$ cat src/rtl/mm_arb_pkg.sv
// mm_arbiter shared types: master ids and default pending-read depth.
// Imported by mm_id_fifo and mm_arbiter.
package mm_arb_pkg;

  typedef logic master_id_t;

  localparam master_id_t M_JTAG = 1'b0;
  localparam master_id_t M_CPU  = 1'b1;

  localparam int DEFAULT_MAX_PEND = 4;

endpackage

$ cat src/rtl/mm_id_fifo.sv
// Small synchronous FIFO holding the issuing master of each pending read.
// Push on full and pop on empty are ignored.
module mm_id_fifo
  import mm_arb_pkg::*;
#(
  parameter int DEPTH = DEFAULT_MAX_PEND,
  parameter int WIDTH = 1,
  localparam int AW = $clog2(DEPTH),
  localparam int CW = AW + 1
) (
  input  logic             clk,
  input  logic             rst,
  input  logic             push,
  input  logic [WIDTH-1:0] din,
  input  logic             pop,
  output logic [WIDTH-1:0] dout,
  output logic             full,
  output logic             empty,
  output logic [CW-1:0]    count
);

  logic [WIDTH-1:0] mem [DEPTH];
  logic [AW-1:0]    wr_ptr;
  logic [AW-1:0]    rd_ptr;
  logic             do_push;
  logic             do_pop;

  assign full    = (count == CW'(DEPTH));
  assign empty   = (count == '0);
  assign do_push = push & ~full;
  assign do_pop  = pop & ~empty;
  assign dout    = mem[rd_ptr];

  always_ff @(posedge clk) begin
    if (do_push) begin
      mem[wr_ptr] <= din;
    end
  end

  // Depth is a power of two, so the pointers wrap on their own.
  always_ff @(posedge clk or posedge rst) begin
    if (rst) begin
      wr_ptr <= '0;
      rd_ptr <= '0;
      count  <= '0;
    end else begin
      if (do_push) wr_ptr <= wr_ptr + AW'(1);
      if (do_pop)  rd_ptr <= rd_ptr + AW'(1);
      case ({do_push, do_pop})
        2'b10:   count <= count + CW'(1);
        2'b01:   count <= count - CW'(1);
        default: count <= count;
      endcase
    end
  end

endmodule

$ cat src/rtl/mm_arbiter.sv
// Two-master Avalon-MM arbiter: round-robin grant, locked during stalls,
// in-order read response steering. ARB_FIXED_PRIO_EN: m0 wins every tie.
module mm_arbiter
  import mm_arb_pkg::*;
#(
  parameter int ADDR_W   = 32,
  parameter int DATA_W   = 32,
  parameter int MAX_PEND = DEFAULT_MAX_PEND,
  localparam int BE_W = DATA_W / 8,
  localparam int CW   = $clog2(MAX_PEND) + 1
) (
  input  logic              clk,
  input  logic              rst,
  input  logic [ADDR_W-1:0] m0_address,
  input  logic              m0_read,
  input  logic              m0_write,
  input  logic [DATA_W-1:0] m0_writedata,
  input  logic [BE_W-1:0]   m0_byteenable,
  output logic [DATA_W-1:0] m0_readdata,
  output logic              m0_waitrequest,
  output logic              m0_readdatavalid,
  input  logic [ADDR_W-1:0] m1_address,
  input  logic              m1_read,
  input  logic              m1_write,
  input  logic [DATA_W-1:0] m1_writedata,
  input  logic [BE_W-1:0]   m1_byteenable,
  output logic [DATA_W-1:0] m1_readdata,
  output logic              m1_waitrequest,
  output logic              m1_readdatavalid,
  output logic [ADDR_W-1:0] s_address,
  output logic [DATA_W-1:0] s_writedata,
  output logic [BE_W-1:0]   s_byteenable,
  output logic              s_read,
  output logic              s_write,
  input  logic [DATA_W-1:0] s_readdata,
  input  logic              s_waitrequest,
  input  logic              s_readdatavalid,
  output logic              rsp_err
);

  logic       alive;
  logic       lock;
  master_id_t locked_id;
  master_id_t last;
  master_id_t grant;
  master_id_t head;
  logic       req0;
  logic       req1;
  logic       idle;
  logic       g_read;
  logic       g_write;
  logic       full;
  logic       empty;
  logic [CW-1:0] count;
  logic       cmd;
  logic       acc;
  logic       rvalid;
  logic       pop;
  logic       push;

  assign req0 = m0_read | m0_write;
  assign req1 = m1_read | m1_write;
  assign idle = ~(req0 | req1);

  always_comb begin
    grant = last;
    if (lock) begin
      grant = locked_id;
    end else if (req0 & ~req1) begin
      grant = M_JTAG;
    end else if (~req0 & req1) begin
      grant = M_CPU;
    end else if (req0 & req1) begin
`ifdef ARB_FIXED_PRIO_EN
      grant = M_JTAG;
`else
      grant = ~last;
`endif
    end
  end

  assign g_read  = (grant == M_CPU) ? m1_read  : m0_read;
  assign g_write = (grant == M_CPU) ? m1_write : m0_write;

  assign s_address    = (grant == M_CPU) ? m1_address    : m0_address;
  assign s_writedata  = (grant == M_CPU) ? m1_writedata  : m0_writedata;
  assign s_byteenable = (grant == M_CPU) ? m1_byteenable : m0_byteenable;

  // Reads stall at full even if a pop lands this cycle, keeping
  // s_readdatavalid off the waitrequest path.
  assign s_read  = alive & g_read & ~full;
  assign s_write = alive & g_write;

  assign m0_waitrequest = ~alive | (idle ? s_waitrequest :
    ((grant != M_JTAG) | s_waitrequest | (m0_read & full)));
  assign m1_waitrequest = ~alive | (idle ? s_waitrequest :
    ((grant != M_CPU) | s_waitrequest | (m1_read & full)));

  assign cmd    = s_read | s_write;
  assign acc    = cmd & ~s_waitrequest;
  assign push   = acc & s_read;
  assign rvalid = alive & s_readdatavalid;
  assign pop    = rvalid & ~empty;

  assign m0_readdata      = s_readdata;
  assign m1_readdata      = s_readdata;
  assign m0_readdatavalid = pop & (head == M_JTAG);
  assign m1_readdatavalid = pop & (head == M_CPU);

  mm_id_fifo #(
    .DEPTH (MAX_PEND),
    .WIDTH (1)
  ) u_fifo (
    .clk   (clk),
    .rst   (rst),
    .push  (push),
    .din   (grant),
    .pop   (pop),
    .dout  (head),
    .full  (full),
    .empty (empty),
    .count (count)
  );

  always_ff @(posedge clk or posedge rst) begin
    if (rst) begin
      alive     <= 1'b0;
      lock      <= 1'b0;
      locked_id <= M_JTAG;
      last      <= M_CPU;
      rsp_err   <= 1'b0;
    end else begin
      alive <= 1'b1;
      if (acc) begin
        last <= grant;
        lock <= 1'b0;
      end else if (cmd & s_waitrequest) begin
        lock      <= 1'b1;
        locked_id <= grant;
      end
      if (rvalid & empty) begin
        rsp_err <= 1'b1;
      end
    end
  end

endmodule

$ cat config.mk
export PLATFORM = sky130hd
export DESIGN_NAME = mm_arbiter
export DESIGN_NICKNAME = d
export VERILOG_FILES = /design/src/rtl/mm_arb_pkg.sv /design/src/rtl/mm_id_fifo.sv /design/src/rtl/mm_arbiter.sv
export SDC_FILE = /design/constraint.sdc
export NUM_CORES = 1
export LEC_CHECK = 0
export CAP_MARGIN = 20
export CORE_AREA = 5 5 120 122
export DETAILED_ROUTE_END_ITERATION = 10
export DIE_AREA = 0 0 125 127
export SYNTH_ARGS = -nofsm -noshare
export SYNTH_HDL_FRONTEND = slang
export SYNTH_HIERARCHICAL = 1
export SYNTH_SLANG_ARGS = --single-unit
$ cat constraint.sdc
create_clock -name clk -period 3.3 [get_ports clk]
set_clock_uncertainty 0.15 [all_clocks]
set_input_delay 0.33 -clock clk [delete_from_list [all_inputs] [get_ports clk]]
set_output_delay 0.33 -clock clk [all_outputs]
set_load 0.02 [all_outputs]
* Word-level counts from Yosys, hierarchy flattened
Memory sizes are Yosys's and may differ from the RTL's.
Index checks and enable logic that the tools add are counted.
Widths: inputs -> output; s select.
** Cells by class
- Bitwise gates (word level) :: 38
- $add $sub $neg :: 4
- Equality and inequality tests :: 3
- Reduce and logical (&&, ||, !) cells :: 4
- Mux-type cells :: 16
** Operators by type and width (number)
- $mux 32 :: 2
- $and 1x1->1 :: 18
- $mux 1 :: 12
- $not 1->1 :: 10
- $or 1x1->1 :: 10
- $pmux 3 s2 :: 1
- $add 2x1->2 const B :: 2
- $mux 4 :: 1
- $reduce_bool 2->1 :: 2
- $add 3x1->3 const B :: 1
- $eq 3x3->1 const B :: 1
- $logic_not 3->1 :: 1
- $sub 3x1->3 const B :: 1
- $eq 2x1->1 const B :: 1
- $eq 2x2->1 const B :: 1
- $reduce_and 2->1 :: 1
** Storage, ports and cells
- RAM bits :: 4
- Word-level logic and storage cells :: 74
- Register bits :: 12
- Output and inout bits :: 139
- Memories :: 1
- Bits of input ports :: 176
** Memory list
- u_fifo.mem :: words 4, bits a word 1, read ports 1, clocked after memory_dff 0, write ports 1, RTL line mm_id_fifo.sv:22 : logic [WIDTH-1:0] mem [DEPTH];

* Depth between registers and ports, before layout
- Word-level depth :: 15
- Mapped depth :: 12
- Depth with buffers taken out :: 12

* Modules after synthesis
Netlist, hierarchy kept.
** By module, submodules not included
- mm_arbiter :: sequential area each 126.4 µm², times used 1, area each 1692.9 µm², cells each 327
- mm_id_fifo :: sequential area each 295.3 µm², times used 1, area each 576.8 µm², cells each 45

* Worst setup path after synthesis
No wires, ideal clock.
- Path type :: reg-to-reg
- Start :: register last
- End :: register u_fifo.count[2]
- Setup time :: 125 ps
- Arrival time :: 2441 ps
- Path buffers :: 0
- Path slack :: 583 ps
- Required time :: 3025 ps
- Clock period less this slack :: 2717 ps
- Stages on the path, launching flop included :: 12
- Path through :: dfstp_2 -> o311ai_0 -> a21oi_1 -> nor2b_1 -> nor2b_2 -> inv_1 -> ha_1 -> inv_1 -> fa_1 -> xor2_1 -> nor2_1 -> xor2_1
** On the way
- Cells in the longest elaborated chain, start to end :: 14
- Elaborated cells between the ends (all ways) :: 18
- Those cells by class :: 2 x eq/ne; 7 x mux; 8 x bitwise; 1 x reduce/logical
** Ends and longest elaborated chain
- start, declared :: RTL line mm_arbiter.sv:44 : master_id_t last;
- start signal, assigned :: RTL line mm_arbiter.sv:135 : last <= grant;
- $not 1->1 :: RTL line mm_arbiter.sv:77 : grant = ~last;
- $mux 1 (*) :: RTL line mm_arbiter.sv:73 : end else if (req0 & req1) begin
- $mux 1 (*) :: RTL line mm_arbiter.sv:71 : end else if (~req0 & req1) begin
- $mux 1 (*) :: RTL line mm_arbiter.sv:69 : end else if (req0 & ~req1) begin
- $mux 1 (*) :: RTL line mm_arbiter.sv:67 : if (lock) begin
- $mux 1 (*) :: RTL line mm_arbiter.sv:82 : assign g_read = (grant == M_CPU) ? m1_read : m0_read;
- $and 1x1->1 (*) (2 in a row) :: RTL line mm_arbiter.sv:91 : assign s_read = alive & g_read & ~full;
- via s_read :: RTL line mm_arbiter.sv:33 : output logic s_read,
- $or 1x1->1 :: RTL line mm_arbiter.sv:99 : assign cmd = s_read | s_write;
- $and 1x1->1 :: RTL line mm_arbiter.sv:100 : assign acc = cmd & ~s_waitrequest;
- $and 1x1->1 (*) :: RTL line mm_arbiter.sv:101 : assign push = acc & s_read;
- via push :: RTL line mm_arbiter.sv:59 : logic push;
- $and 1x1->1 (*) :: RTL line mm_id_fifo.sv:30 : assign do_push = push & ~full;
- $eq 2x1->1 / $eq 2x2->1 (equally long branches) :: RTL line mm_id_fifo.sv:49 : case ({do_push, do_pop})
- $pmux 3 s2 / $reduce_bool 2->1 (equally long branches)
- end signal, assigned :: RTL line mm_id_fifo.sv:50 : 2'b10: count <= count + CW'(1);
- end signal, assigned :: RTL line mm_id_fifo.sv:51 : 2'b01: count <= count - CW'(1);
- end signal, assigned :: RTL line mm_id_fifo.sv:52 : default: count <= count;
- end, declared :: RTL line mm_id_fifo.sv:19 : output logic [CW-1:0] count
The timed path passes the listed nets; every way through them passes the cells marked *.
A chain may end at the register's enable or synchronous reset.

* Worst setup path in the final report
- Start :: input port m1_read
- End :: output port s_address[29]
** On the way
- Cells in the longest elaborated chain, start to end :: 7
- Elaborated cells between the ends (all ways) :: 10
- Those cells by class :: 5 x mux; 5 x bitwise
** Ends and longest elaborated chain
- start, declared :: RTL line mm_arbiter.sv:23 : input logic m1_read,
- $or 1x1->1 (*) :: RTL line mm_arbiter.sv:62 : assign req1 = m1_read | m1_write;
- $and 1x1->1 :: RTL line mm_arbiter.sv:73
- $mux 1 :: RTL line mm_arbiter.sv:73
- $mux 1 :: RTL line mm_arbiter.sv:71
- $mux 1 (*) :: RTL line mm_arbiter.sv:69
- $mux 1 (*) :: RTL line mm_arbiter.sv:67
- $mux 32 (*) :: RTL line mm_arbiter.sv:85 : assign s_address = (grant == M_CPU) ? m1_address : m0_address;
- end, declared :: RTL line mm_arbiter.sv:30 : output logic [ADDR_W-1:0] s_address,
Every way passes the cells marked *; elsewhere a longest branch is shown, timed or not.

==> results by group <==
Setup path
  • Worst endpoint data arrival time: 2.62 ns
  • Worst Setup End Kind: primary output
  • CP required: 2.82 ns
  • Worst reg2reg path depth: 12
  • Reg2Reg Launch Point: u_fifo/count[0]
  • Top fanout value on the critical path: 35
  • Setup Crit Path Kind: in2out
  • Destination of the worst register-to-register timing path: u_fifo/count[2]
  • Launching element type of the critical path: input port
  • R2R setup slack: 0.63 ns

Final layout
  • Final Cell Area: 4230 µm²
  • Total number of nets in the final design: 703
  • # diodes: 0
  • Number of inserted filler cells in the final layout: 1377
  • Layout overhead on the synthesized area: 86.5%
  • Fraction of layout cells with a size suffix above 1: 5.00%

Yosys
  • Fraction of synthesized cell area taken by the top area cell type: 35.1%
  • Register bit total from synthesis: 16
  • Synth cell count leaders: sky130_fd_sc_hd__nand2_1 (212), sky130_fd_sc_hd__buf_4 (67), sky130_fd_sc_hd__buf_2 (11), sky130_fd_sc_hd__dfrtp_1 (11), sky130_fd_sc_hd__inv_1 (10)
  • Syn avg cell area: 6.10 µm²
  • Netlist area before placement: 2270 µm²
  • Most used standard cell by instance count after synthesis: sky130_fd_sc_hd__nand2_1
  • Synth unique cells: 37
  • Post-synth ARST share: 75.0%
  • Gate count after technology mapping: 372
  • Area leader, netlist: sky130_fd_sc_hd__nand2_1
  • Count of flip-flops with a built-in enable after synthesis: 4
  • Largest cells by area after synthesis: sky130_fd_sc_hd__nand2_1 (35%), sky130_fd_sc_hd__buf_4 (22%), sky130_fd_sc_hd__dfrtp_1 (12%)
  • Most common flop cell mapped by yosys: sky130_fd_sc_hd__dfrtp_1
  • Share of the yosys chip area belonging to registers: 18.6%
  • Yosys warning count: 6
  • Nets in the synthesized netlist: 554

Place
  • Instance area at placement: 4160 µm²
  • Routability-driven placement congestion ratio: 0.905
  • Count of buffers inserted at the top-level ports: 218
  • Pre-CTS setup slack: 0.179 ns
  • Sum of net half-perimeters after detailed placement: 8880 µm

Clocking
  • Hold Buf Count CTS: 0
  • Number of setup buffers added after CTS: 0
  • Number of buffers on the longest clock path: 2
  • Resize count post-CTS: 0
  • Cell at the root of the clock tree: sky130_fd_sc_hd__clkbuf_16
  • Clock insertion delay at the later pin of the skew report: 0.24 ns
  • H-tree Lvls: 1
  • TritonCTS Buffers: 3
  • Clk sink count: 16
  • Clock transition time at the flip-flop clock pins of the worst setup and hold paths: 0.05 ns
  • CTS tree: done

STA
  • Post-route fraction of the period consumed by the critical path: 93.9%
  • Worst Max-Slew Pin Slew: 0.516 ns
  • Count of pins over their slew limit: 0
  • Headroom to the max-slew limit: 65.3%
  • Unrepaired setup endpoints after global routing: false
  • Endpoints failing setup: 0
  • Worst hold slack: 0.178 ns
  • Final Hold Viols: 0
  • Worst path setup slack after routing: 0.201 ns
  • Peak clock frequency supported by timing: 323 MHz
  • Total Negative Setup Slacks: 0 ns
  • Minimum clock period: 3.10 ns

Route
  • DRC violation count after routing: 0
  • Routed vias/inst: 3.95
  • Total wire length: 10400 µm
  • Number of iterations in the first detailed-routing pass: 4
  • Mean routed wirelength per cell: 14.9 µm
  • Antenna-violating nets left: 0
  • Number of DRC markers after the initial detailed-route iteration: 144
  • Total number of vias: 2746

Floorplan
  • Starting density of the core: 17.3%
  • Core Rows: 42
  • Vertical die dimension: 127 µm
  • Num ports: 315
  • Core Box Area: 13100 µm²
  • Die area: 15900 µm²
  • Die Width: 125 µm

GRT
  • Wire length of the first global-routing pass: 15500 µm
  • Initial antenna violation count: 0
  • Overall track demand over capacity in global routing: 12.0%
  • Remaining global-route overflow: 0
  • Via count of the first global-routing pass: 2842
  • Largest net degree at the start of global routing: 50

Hold path
  • Worst min-delay path category: in2async

Flow run
  • Max capacitance violation total: 0

Run status
  • Run status: finished clean

Power and ir drop
  • Worst vdd ir: 0.391 mV
  • Power density over the cells: 904 nW/µm²
  • Static leakage: 0.00194 µW
-- worst max-delay path, stage by stage --
cell                              delay [ns]
sky130_fd_sc_hd__clkdlybuf4s50_1        0.46
sky130_fd_sc_hd__or3_1                  0.36
sky130_fd_sc_hd__a21oi_1                0.13
sky130_fd_sc_hd__or2_2                  0.14
sky130_fd_sc_hd__buf_4                  0.33
sky130_fd_sc_hd__nand2_1                0.11
sky130_fd_sc_hd__nand2_1                0.09
sky130_fd_sc_hd__clkdlybuf4s50_1        0.61
-- report_power, final --
group / switching (µW) / internal, µW
sequential: 73.7 / 294
clock: 70.5 / 160
combinational: 1770 / 1460
-- kinds of logic (layout without fill, tap and decap cells) --
kind of cell / after synthesis / count (layout) / synth area share, %
XOR/XNOR: 6 / 6 / 2.32
other: 1 / 1 / 0.165
adder cells (fa/ha/maj): 6 / 6 / 3.64
buffers and inverters: 90 / 238 / 26.9
flip-flops: 16 / 16 / 18.6
AO/OA/AOI/OAI: 15 / 15 / 4.69
multiplexers: 4 / 4 / 2.65
AND/OR/NAND/NOR: 234 / 234 / 41.1
-- state kept, by name, summed over array words and instances, names as in the netlist --
signal and count:
u_fifo/mem 4, u_fifo/count 3, u_fifo/rd_ptr 2, u_fifo/wr_ptr 2
alive 1, last 1, lock 1, locked_id 1
rsp_err 1
-- placed cells by master (no fill, tap or decap) --
cell type                         Yosys  layout
sky130_fd_sc_hd__edfxtp_1             4       4
sky130_fd_sc_hd__clkinv_1             0       1
sky130_fd_sc_hd__mux2_4               1       1
sky130_fd_sc_hd__nand2b_1             3       3
sky130_fd_sc_hd__and2_2               4       4
sky130_fd_sc_hd__or3_1                1       1
sky130_fd_sc_hd__o21ai_1              1       1
sky130_fd_sc_hd__clkbuf_16            0       3
sky130_fd_sc_hd__buf_12               0       2
sky130_fd_sc_hd__dfstp_2              1       1
sky130_fd_sc_hd__o21ai_0              2       2
sky130_fd_sc_hd__a21boi_1             1       1
sky130_fd_sc_hd__buf_4               67       7
sky130_fd_sc_hd__inv_1               10      10
sky130_fd_sc_hd__o311ai_0             2       2
sky130_fd_sc_hd__nor2_1               5       5
sky130_fd_sc_hd__conb_1               1       1
sky130_fd_sc_hd__dfrtp_1             11      11
sky130_fd_sc_hd__nor2b_1              3       3
sky130_fd_sc_hd__ha_1                 5       5
sky130_fd_sc_hd__a31o_2               1       1
sky130_fd_sc_hd__xnor2_1              2       2
sky130_fd_sc_hd__nor2b_2              1       1
sky130_fd_sc_hd__and2_1               1       1
sky130_fd_sc_hd__o31ai_1              1       1
sky130_fd_sc_hd__xor2_1               4       4
sky130_fd_sc_hd__o211ai_1             2       2
sky130_fd_sc_hd__a22o_1               2       2
sky130_fd_sc_hd__a21oi_1              2       2
sky130_fd_sc_hd__or2_2                0       1
sky130_fd_sc_hd__nor3b_2              1       1
sky130_fd_sc_hd__nand2_1            212     212
sky130_fd_sc_hd__mux2_2               2       2
sky130_fd_sc_hd__nor3_1               2       2
sky130_fd_sc_hd__fa_1                 1       1
sky130_fd_sc_hd__o21bai_1             1       1
sky130_fd_sc_hd__clkdlybuf4s50_1      0     214
sky130_fd_sc_hd__mux4_2               1       1
sky130_fd_sc_hd__inv_2                1       1
-- worst max-delay path by stage --
| stage | startpoint | to | slack [ns] | cells past startpoint |
|---|---|---|---|---|
| after CTS | m1_read | s_address[29] | 0.18 | 8 |
| after detailed placement | m1_read | s_address[29] | 0.18 | 8 |
| after floorplan | last | u_fifo/count[2] | 0.58 | 11 |
| final | m1_read | s_address[29] | 0.20 | 8 |
| after global placement | m1_read | s_address[29] | 0.19 | 8 |
| after global routing | m1_read | s_writedata[2] | 0.03 | 8 |
-- per-layer routing --
| layer | share of wire (%) | vias to the layer above | track usage, % |
|---|---|---|---|
| met5 | 0 | - | 0 |
| met4 | 0.26 | 0 | 0.893 |
| met2 | 51 | 224 | 22.4 |
| met3 | 14 | 4 | 6.43 |
| met1 | 35 | 1152 | 12.4 |
| li1 | - | 1366 | - |
-- layout make-up --
class / count / area [µm²] / area share, %
repair buffers: 223 / 2230 / 52.8
multi-input cells: 266 / 1240 / 29.2
flip-flops and latches: 16 / 422 / 9.96
clock buffers: 3 / 75.1 / 1.77
well taps: 176 / 220 / 5.20
inverters: 11 / 41.3 / 0.975
clock inverters: 1 / 3.75 / 0.0887
-- stage by stage --
step	power [µW]	utilization [%]	std cells
global placement	3610	31.8	692
global route	4130	32.4	696
finish	3830	32.4	696
CTS	3900	32.4	696
detailed placement	3650	31.8	692
floorplan	2250	-	372
Note: power is estimated with default switching activity, not from simulation.
